--- src/rtl/fifo_block_reader.sv ---
// Pops bytes from a one-cycle-latency synchronous FIFO and packs them into
// BYTES_PER_BLOCK-byte blocks presented to the cipher core over valid/ready.
module fifo_block_reader #(
  parameter int unsigned BYTES_PER_BLOCK = 8,
  parameter bit          LSB_FIRST       = 1'b1
) (
  input  logic                                     clk,
  input  logic                                     rst_n,
  input  logic [7:0]                               fifo_dout,
  input  logic                                     fifo_empty,
  input  logic                                     fifo_rd_rst_busy,
  output logic                                     fifo_rd_en,
  input  logic                                     flush,
  output logic [8*BYTES_PER_BLOCK-1:0]             blk_data,
  output logic                                     blk_valid,
  input  logic                                     blk_ready,
  output logic [$clog2(BYTES_PER_BLOCK+1)-1:0]     fill_level
);

  localparam int unsigned FW = $clog2(BYTES_PER_BLOCK + 1);

  typedef enum logic {FILL, HOLD} state_t;

  state_t        state_q, state_d;
  logic [FW-1:0] issue_q, issue_d;
  logic [FW-1:0] fill_d;
  logic          pend_q, pend_d;
  logic          valid_d;
  logic          capture;
  logic [FW-1:0] lane;

  // Byte lane that the returning byte lands in
  assign lane = LSB_FIRST ? fill_level : (FW'(BYTES_PER_BLOCK - 1) - fill_level);

  always_ff @(posedge clk or negedge rst_n) begin
    if (!rst_n) begin
      state_q    <= FILL;
      issue_q    <= '0;
      fill_level <= '0;
      pend_q     <= 1'b0;
      blk_valid  <= 1'b0;
    end else begin
      state_q    <= state_d;
      issue_q    <= issue_d;
      fill_level <= fill_d;
      pend_q     <= pend_d;
      blk_valid  <= valid_d;
    end
  end

  // Next state, counters and pop strobe; flush overrides everything
  always_comb begin
    state_d    = state_q;
    issue_d    = issue_q;
    fill_d     = fill_level;
    pend_d     = 1'b0;
    valid_d    = blk_valid;
    capture    = 1'b0;
    fifo_rd_en = 1'b0;
    if (flush) begin
      state_d = FILL;
      issue_d = '0;
      fill_d  = '0;
      valid_d = 1'b0;
    end else begin
      case (state_q)
        FILL: begin
          fifo_rd_en = rst_n && (issue_q < FW'(BYTES_PER_BLOCK)) &&
                       !fifo_empty && !fifo_rd_rst_busy;
          if (fifo_rd_en) begin
            issue_d = issue_q + FW'(1);
          end
          pend_d = fifo_rd_en;
          if (pend_q) begin
            capture = 1'b1;
            fill_d  = fill_level + FW'(1);
            if (fill_level == FW'(BYTES_PER_BLOCK - 1)) begin
              state_d = HOLD;
              valid_d = 1'b1;
            end
          end
        end
        HOLD: begin
          if (blk_ready) begin
            state_d = FILL;
            valid_d = 1'b0;
            issue_d = '0;
            fill_d  = '0;
          end
        end
        default: state_d = FILL;
      endcase
    end
  end

  // Block assembly register; untouched lanes keep their previous contents
  always_ff @(posedge clk or negedge rst_n) begin
    if (!rst_n) begin
      blk_data <= '0;
    end else if (capture) begin
      for (int i = 0; i < int'(BYTES_PER_BLOCK); i++) begin
        if (lane == FW'(i)) begin
          blk_data[8*i +: 8] <= fifo_dout;
        end
      end
    end
  end

endmodule
--- config.mk ---
export PLATFORM = sky130hd
export DESIGN_NAME = fifo_block_reader
export DESIGN_NICKNAME = d
export VERILOG_FILES = /design/src/rtl/fifo_block_reader.sv
export SDC_FILE = /design/constraint.sdc
export NUM_CORES = 1
export LEC_CHECK = 0
export CAP_MARGIN = 20
export CORE_ASPECT_RATIO = 0.9
export CORE_MARGIN = 5
export CORE_UTILIZATION = 55
export CTS_CLUSTER_SIZE = 16
export DETAILED_ROUTE_END_ITERATION = 8
export DONT_BUFFER_PORTS = 1
export HOLD_SLACK_MARGIN = 0.03
export PLACE_DENSITY_LB_ADDON = 0.12
export SLEW_MARGIN = 20
export SYNTH_ARGS = -nofsm -noshare
export SYNTH_HDL_FRONTEND = slang
export SYNTH_SLANG_ARGS = --single-unit
--- constraint.sdc ---
create_clock -name clk -period 2.9 [get_ports clk]
set_input_delay 0.145 -clock clk [delete_from_list [all_inputs] [get_ports clk]]
set_output_delay 0.145 -clock clk [all_outputs]
set_load 0.02 [all_outputs]
==> run metrics, run 1 <==
status finished clean; CTS Buf Count 9; metal3 WL 648 um; worst reg-to-reg path cell count 4; Vias/cell 5.93; Sum Neg Setup Slack 0 ns; GRT Util Overall 20.4%; Final min period 1.87 ns; crit end category flop; Syn Nets 225; number of global-route vias before repair 1956; slew margin rel. 63.5%; Reg2Reg Launch Point fill_level[0]; RSZ-0062 raised after global routing no; CP required 3.12 ns; # port buffers 0; final routed DRC violation total 0; worst clock skew 0.00621 ns; hold_ws 0.0647 ns; Final ANT Viol Nets 0; first-pass iteration count of the detailed router 4; met2 WL 3510 um; Syn Area/Cell 15.2 sq um; Setup-failing EPs final 0; Metal-1 WL 2680 um; uppermost layer routed met4; fin area 3570 sq um; critical path arrival 2.09 ns; layout cells sized above 1 39.3%; # diodes 0; # IOs 84; DP Area 3190 sq um; Final Hold Fails 0; final core utilization 63.9%; most frequent cells in the layout dfrtp_1, mux2_2, clkbuf_8, dlygate4sd3_1, nand2_1; cts repair resizes 0; Hold Crit Endpoint issue_q[3]; startpoint types flop; WL final 6920 um; initial DRC count 91; core box area 5600 sq um; TritonCTS Sinks 75; Worst-Skew Late Latency 0.34 ns; Cell Pwr Density 623 nW/um^2; Pleak 1.77 nW; r2r setup slk 1.03 ns; Reg clk slew, reported paths 0.07 ns; leading cell type in the layout, fill and taps excluded dfrtp_1; critical-path maximum fanout 8; Mapped Cells 206; FF-to-FF End blk_data[23]; wire per inst 23.1 um; CTS Hold Bufs 12; worst slew pin tran 0.548 ns; period utilization 64.5%; HP Class primary input to flop; Cell variety after synth 31; vias 1772; Mapped Area 3120 sq um; post-synthesis sequential area ratio 60.1%; die area 7280 sq um; CP Class flop to flop; flops & latches, synth 75; initial antenna violation count 0; Post CTS Setup Buffer Count 0; dpl hpwl 4650 um; HP Start blk_ready; FP Rows 26; first-pass GRT wire length 10700 um; Hold Path Depth 3; VDD IR-drop max 0.363 mV; total power 0.00223 W; area delta synth->final 14.5%; CTS tree built; Die Height 81.5 um; largest net degree at the start of global routing 76; routability cong. 0.846; CTS Buffer Depth 2; H-tree levels 3; nets 244; Max Freq 0.534 GHz; Initial Util 55.8%; Die Wd 89.4 um; yosys warns 0; fin. max-slew vios 0; Max Cap Violations 0; overflow left after global routing 0; CTS root buf clkbuf_8
cell families after synthesis:
| family | Yosys count | synth area share [%] |
|---|---|---|
| DFF | 75 | 60.1 |
| muxes | 65 | 23.4 |
| and+or+nand+nor | 41 | 10.5 |
| AOI/OAI and AO/OA | 11 | 2.44 |
| buffers and inverters | 8 | 1.20 |
| adders and majority gates | 5 | 2.00 |
| xor gates and xnor gates | 1 | 0.281 |
metrics by stage:
stage / setup slack [ns] / instances
after detailed placement: 1.06 / 272
final: 1.03 / 299
after floorplan: 1.29 / 206
after CTS: 1.04 / 299
after global placement: 1.10 / 272
after global routing: 0.977 / 299
cell type report:
class,instances,area (sq um)
Tap cell,70,87.6
Inverter,4,15.0
Sequential cell,75,1880
Fill cell,426,2020
Multi-Input combinational cell,123,1210
Clock inverter,4,97.6
Timing Repair Buffer,12,138
Clock buffer,11,151
worst max-delay path, stage by stage (launching register included):
cell and delay, ns:
dfrtp_1 0.53, inv_1 0.15, ha_1 0.24, nand4_2 0.40
mux2_2 0.43
state kept, by name, summed over array words and instances (netlist names):
name	flops
issue_q	4
fill_level	4
blk_data	64
state_q	1
blk_valid	1
pend_q	1
worst max-delay path by stage:
stage                       start            to  depth (start not counted)
floorplan           fill_level[0]  blk_data[56]                          4
CTS                 fill_level[0]  blk_data[56]                          4
global route        fill_level[0]  blk_data[58]                          4
detailed placement  fill_level[0]  blk_data[60]                          4
global placement    fill_level[0]  blk_data[58]                          4
finish              fill_level[0]  blk_data[23]                          4
cell usage after synthesis:
master | instances | area share, %
a22oi_1 | 2 | 0.48
nor4b_4 | 1 | 0.76
nor2b_1 | 3 | 0.60
nor2_2 | 1 | 0.20
inv_1 | 4 | 0.48
a32oi_1 | 1 | 0.28
buf_4 | 2 | 0.48
or3_1 | 1 | 0.20
nor2_4 | 1 | 0.36
nand4_2 | 3 | 1.2
nand2_1 | 6 | 0.72
nand3b_1 | 4 | 0.96
o31ai_1 | 1 | 0.24
nand4_1 | 4 | 0.80
a21oi_1 | 3 | 0.48
o211ai_1 | 4 | 0.96
or4_1 | 1 | 0.24
nand2_2 | 2 | 0.40
nor3b_1 | 1 | 0.24
and2b_1 | 1 | 0.24
mux2_2 | 62 | 22
xor2_1 | 1 | 0.28
clkbuf_1 | 2 | 0.24
nor2_1 | 5 | 0.60
and4bb_2 | 1 | 0.40
ha_1 | 5 | 2.0
and2_1 | 1 | 0.20
nand4_4 | 3 | 2.0
mux2_1 | 3 | 1.1
dfrtp_1 | 75 | 60
nand3_1 | 2 | 0.32
power by group:
group	internal (W)	leakage, nW	switching [W]
clock network	0.000614	0.122	0.000353
logic	0.0000464	0.615	0.0000513
registers	0.00108	1.03	0.0000796
total	0.00174	1.77	0.000484
routing by layer:
metal | up-vias | GRT usage [%]
met4 | 0 | 6.25
met1 | 900 | 23.1
li1 | 787 | -
met3 | 9 | 8.63
met2 | 76 | 35.1
met5 | - | 0
(Power assumes the default switching activity.)
==> run 2: changes to the inputs <==
==> constraint.sdc (replaced) <==
create_clock -name clk -period 1.8 [get_ports clk]
set_input_delay 0.09 -clock clk [delete_from_list [all_inputs] [get_ports clk]]
set_output_delay 0.09 -clock clk [all_outputs]
set_load 0.02 [all_outputs]
==> run 2 against run 1 <==
  * The flow now finishes with violations (negative hold slack)
  * Core utilization shrank 0.11 points
  * Clock-buffer cell count increased by 1
  * Final cell count grew 2.7%
  * Fmax is 7.0% higher
  * Critical path type unchanged
  * Critical endpoint is now blk_data[31]
==> run metrics, run 2 (synthesis gave the netlist of run 1 again) <==
Inst Count DP 279 (was 272); r2r setup slk 0.05 ns (was 1.03 ns); startpoint types flop (unchanged); Sum Neg Setup Slack 0 ns (unchanged); Final min period 1.75 ns (was 1.87 ns); WL final 6850 um (was 6920 um); Max Freq 0.572 GHz (was 0.534 GHz); max reg flops 64 (unchanged); most frequent cells in the layout dfrtp_1, mux2_2, dlygate4sd3_1 (was dfrtp_1, mux2_2, clkbuf_8, dlygate4sd3_1, nand2_1); Post CTS Setup Buffer Count 0 (unchanged); layout cells sized above 1 40.1% (was 39.3%); routability cong. 0.790 (was 0.846); area delta synth->final 14.3% (was 14.5%); wire per inst 22.3 um (was 23.1 um); Switch Pwr 0.000761 W (was 0.000484 W); filler cell count 446 (was 426); Int Pwr 0.00249 W (was 0.00174 W); Die Height 81.5 um (unchanged); multi-input combinational cell area 1210 sq um (unchanged); vias 1811 (was 1772); critical path arrival 1.97 ns (was 2.09 ns); worst reg-to-reg path cell count 4 (unchanged); number of global-route vias before repair 2021 (was 1956); Cell Pwr Density 912 nW/um^2 (was 623 nW/um^2); Sw Share 23.4% (was 21.7%); Final Hold Fails 75 (was 0); leading cell type in the layout, fill and taps excluded dfrtp_1 (unchanged); cts repair resizes 0 (unchanged); combinational power share 4.0% (was 4.4%); period utilization 97.2% (was 64.5%); Vias/cell 5.90 (was 5.93); Seq pwr share 57.2% (was 52.2%); violated checks negative hold slack; pre-CTS WS 0.0761 ns (was 1.06 ns); CTS tree built (unchanged); FF/Latch Area 1880 sq um (unchanged); fin. max-slew vios 0 (unchanged); initial antenna violation count 0 (unchanged); FP Rows 26 (unchanged); initial DRC count 91 (unchanged); first-pass iteration count of the detailed router 5 (was 4); Worst Setup EP blk_data[31] (was blk_data[23]); Setup-failing EPs final 0 (unchanged); TritonCTS Sinks 75 (unchanged); largest net degree at the start of global routing 77 (was 76); slew margin rel. 71.7% (was 63.5%); nets 251 (was 244); CTS Buffer Depth 2 (unchanged); # IOs 84 (unchanged); Reg clk slew, reported paths 0.08 ns (was 0.07 ns); clock share of power 38.8% (was 43.4%); GRT Util Overall 20.6% (was 20.4%); Initial Util 55.8% (unchanged); RSZ-0062 raised after global routing no (unchanged); critical-path maximum fanout 8 (unchanged); Critical Path Source fill_level[0] (unchanged); hold_ws -0.564 ns (was 0.0647 ns); worst clock skew 0.00928 ns (was 0.00621 ns); CTS root buf clkbuf_8 (unchanged); status complete, but fails checks (was finished clean); Largest Register blk_data (unchanged); CTS Buf Count 9 (unchanged); core box area 5600 sq um (unchanged); Pleak 1.78 nW (was 1.77 nW); VDD IR-drop max 0.590 mV (was 0.363 mV); # port buffers 0 (unchanged); FF-to-FF End blk_data[31] (was blk_data[23]); # diodes 0 (unchanged); Worst-Skew Late Latency 0.34 ns (about the same); die area 7280 sq um (unchanged); H-tree levels 3 (unchanged); crit end category flop (unchanged); first-pass GRT wire length 10900 um (was 10700 um); Final WS setup 0.0510 ns (was 1.03 ns); dpl hpwl 4680 um (was 4650 um); Reg2Reg Launch Point fill_level[0] (unchanged); CTS Hold Bufs 12 (unchanged); final routed DRC violation total 0 (unchanged); Final ANT Viol Nets 0 (unchanged); CP Class flop to flop (unchanged); worst slew pin tran 0.422 ns (was 0.548 ns); HP Class primary input to async pin (was primary input to flop); Die Wd 89.4 um (unchanged); CP required 2.02 ns (was 3.12 ns); Max Cap Violations 0 (unchanged); Regs by FF count blk_data (64), fill_level (4), issue_q (4) (unchanged); overflow left after global routing 0 (unchanged); Final Non-Filler Cells 307 (was 299)
==> run 2: how the worst min path moves through the flow <==
stage                        end  slack [ns]  cells after the start
global placement       blk_valid       -0.20                      0
detailed placement  blk_data[26]       -0.20                      0
CTS                 blk_data[38]       -0.58                      0
global route          issue_q[3]       -0.59                      0
floorplan            blk_data[0]       -0.21                      0
finish              blk_data[40]       -0.56                      0
==> run 2: stage by stage <==
step                power [W]  utilization, %  cell area (sq um)
floorplan             0.00196               -               3120
global placement      0.00197            58.1               3250
detailed placement    0.00198            58.1               3250
CTS                   0.00328            63.8               3570
global route          0.00339            63.8               3570
finish                0.00325            63.8               3570
==> run 2: worst max-delay path, stage by stage, from the launching register on <==
cell and delay, ns:
dfrtp_1 0.47, ha_1 0.26, and4bb_2 0.27, nand2_2 0.26
mux2_2 0.38
==> run 2: layer usage <==
layer | GRT usage (%) | wire, um | vias to the layer above
li1 | - | - | 803
met1 | 24.9 | 2780 | 925
met2 | 32.5 | 3300 | 72
met3 | 9.93 | 641 | 11
met4 | 6.70 | 132 | 0
met5 | 0 | 0 | -
==> run 2: power by group through the flow <==
stage	combinational, W	clock (W)	sequential [W]
floorplan	0.0000774	0	0.00188
global route	0.000143	0.00138	0.00187
CTS	0.000132	0.00129	0.00186
finish	0.000131	0.00126	0.00186
detailed placement	0.0000896	0	0.00189
global placement	0.0000821	0	0.00189
==> run 2: area by class of cell <==
| cell class | count | area share [%] |
|---|---|---|
| clock buffer | 12 | 4.07 |
| clock inverter | 4 | 1.40 |
| inverter | 4 | 0.421 |
| multi-input combinational | 123 | 33.8 |
| sequential | 75 | 52.6 |
| tap | 70 | 2.46 |
| timing repair buffer | 19 | 5.19 |
==> run 3: changes to the inputs <==
==> constraint.sdc (replaced) <==
create_clock -name clk -period 1.8 [get_ports clk]
set_input_delay 0.36 -clock clk [delete_from_list [all_inputs] [get_ports clk]]
set_output_delay 0.36 -clock clk [all_outputs]
set_load 0.02 [all_outputs]
==> run 3 against run 2 <==
  * The run still ends with negative hold slack left
  * Final cell count down 3.3%
  * Clock power is 9% higher
  * Fmax up 1.1%
  * Hold slack improved by 0.27 ns
  * Critical path type unchanged
  * Flip-flop and latch count unchanged
  * First-iteration DRC count shrank 21%
  * Non-clock buffer count fell by 10
  * Sequential power is essentially flat
  * Critical endpoint unchanged
  * Critical path depth is the same
  * Combinational power shrank 30%
  * Largest cell class unchanged
==> run metrics, run 3 (synthesis gave the netlist of run 1 again) <==
largest net degree at the start of global routing 77 (unchanged); filler cell count 420 (was 446); RSZ-0062 raised after global routing no (unchanged); Final min period 1.73 ns (was 1.75 ns); HP Class primary input to async pin (unchanged); Sum Neg Setup Slack 0 ns (unchanged); Final WS setup 0.0700 ns (was 0.0510 ns); Final ANT Viol Nets 0 (unchanged); VDD IR-drop max 0.618 mV (was 0.590 mV); Setup-failing EPs final 0 (unchanged); Max Freq 0.578 GHz (was 0.572 GHz); CTS tree built (unchanged); initial DRC count 72 (was 91); Die Wd 89.4 um (unchanged); max reg flops 64 (unchanged); leading cell type in the layout, fill and taps excluded dfrtp_1 (unchanged); first-pass GRT wire length 10700 um (was 10900 um); routability cong. 0.767 (was 0.790); violated checks negative hold slack (unchanged); CP max-delay cell dfrtp_1 (unchanged); Buf/Inv on CP 0 (unchanged); multi-input combinational cell area 1210 sq um (about the same); critical-path maximum fanout 8 (unchanged); DP Area 3270 sq um (was 3250 sq um); area delta synth->final 11.6% (was 14.3%); initial antenna violation count 0 (unchanged); worst slew pin tran 0.422 ns (about the same); # diodes 0 (unchanged); number of global-route vias before repair 2000 (was 2021); worst clock skew 0.00856 ns (was 0.00928 ns); worst path cell trace ha_1 > and4bb_2 > nand2_2 > mux2_2 (unchanged); final routed DRC violation total 0 (unchanged); Worst path top cell family by delay simple AND/OR/NAND/NOR gates (unchanged); H-tree levels 3 (unchanged); Final Hold Fails 75 (unchanged); nets 241 (was 251); vias 1789 (was 1811); Pleak 1.75 nW (was 1.78 nW); Die Height 81.5 um (unchanged); overflow left after global routing 0 (unchanged); die area 7280 sq um (unchanged); Cell Pwr Density 954 nW/um^2 (was 912 nW/um^2); pre-CTS WS 0.0630 ns (was 0.0761 ns); # IOs 84 (unchanged); hold_ws -0.296 ns (was -0.564 ns); CP required 2.02 ns (about the same); Post CTS Setup Buffer Count 0 (unchanged); period utilization 96.1% (was 97.2%); core box area 5600 sq um (unchanged); crit end category flop (unchanged); dpl hpwl 4820 um (was 4680 um); GRT Util Overall 20.4% (was 20.6%); Vias/cell 6.02 (was 5.90); most frequent cells in the layout dfrtp_1, mux2_2, clkbuf_8 (was dfrtp_1, mux2_2, dlygate4sd3_1); Worst-Skew Late Latency 0.34 ns (about the same); Initial Util 55.8% (unchanged); layout cells sized above 1 44.1% (was 40.1%); CTS Buf Count 9 (unchanged); fin area 3480 sq um (was 3570 sq um); Reg clk slew, reported paths 0.08 ns (about the same); wire per inst 22.6 um (was 22.3 um); CP Class flop to flop (unchanged); FP Rows 26 (unchanged); CTS Buffer Depth 2 (unchanged); TritonCTS Sinks 75 (unchanged); startpoint types flop (unchanged); Largest Register blk_data (unchanged); FF/Latch Area 1880 sq um (unchanged); # port buffers 0 (unchanged); CTS root buf clkbuf_8 (unchanged); fin. max-slew vios 0 (unchanged); Regs by FF count blk_data (64), fill_level (4), issue_q (4) (unchanged); Max Cap Violations 0 (unchanged); critical path arrival 1.95 ns (was 1.97 ns); first-pass iteration count of the detailed router 4 (was 5); slew margin rel. 71.8% (was 71.7%); WL final 6720 um (was 6850 um); status complete, but fails checks (unchanged); crit-path max cell delay 0.47 ns (about the same)
## run 3: worst register-to-register path, cell delays in order (launching register included)
cell and delay (ns):
dfrtp_1 0.47, ha_1 0.25, and4bb_2 0.27, nand2_2 0.25, mux2_2 0.38
## run 3: per-stage QoR
stage	cells	utilization (%)	total power, W	hold WS [ns]
CTS	297	62.2	0.00337	-0.318
floorplan	206	-	0.00196	0.0644
global placement	281	58.4	0.00198	0.0663
finish	297	62.3	0.00332	-0.296
detailed placement	281	58.4	0.00199	0.0668
global route	297	62.3	0.00347	-0.336
## run 3: timing repair
| action | 4_1_cts | 5_1_grt |
|---|---|---|
| gates resized for setup | 0 | 2 |
| hold endpoints to repair | 75 | 75 |
| setup endpoints to repair | 0 | 1 |
## run 3: final timing paths
| kind | from | end | slack (ns) | depth (start not counted) |
|---|---|---|---|---|
| setup reg to reg | fill_level[0] | blk_data[31] | 0.07 | 4 |
| min in group clk | flush | fill_level[0] | 0.08 | 1 |
| hold / removal | rst_n | issue_q[0] | -0.30 | 0 |
| max in group asynchronous | rst_n | blk_data[58] | 1.96 | 0 |
| hold reg to reg | issue_q[3] | issue_q[3] | 0.58 | 2 |
| setup / recovery | fill_level[0] | blk_data[31] | 0.07 | 4 |
## run 3: where the power goes
part           internal (W)  switching [W]
logic             0.0000573      0.0000337
clock network      0.000777       0.000595
registers           0.00174       0.000117
total               0.00258       0.000745
## run 3: layout make-up
class	count	area share, %
Clock buffer	9	3.55
Clock inverter	7	2.62
Timing Repair Buffer	9	2.30
Inverter	4	0.431
Tap cell	70	2.51
Sequential cell	75	53.9
Multi-Input combinational cell	123	34.7
## run 3: per-layer routing
layer / up-vias / track usage (%) / wire length, um
li1: 784 / - / -
met1: 917 / 23.5 / 2620
met2: 76 / 33.1 / 3290
met3: 12 / 10.7 / 695
met4: 0 / 5.95 / 122
met5: - / 0 / 0
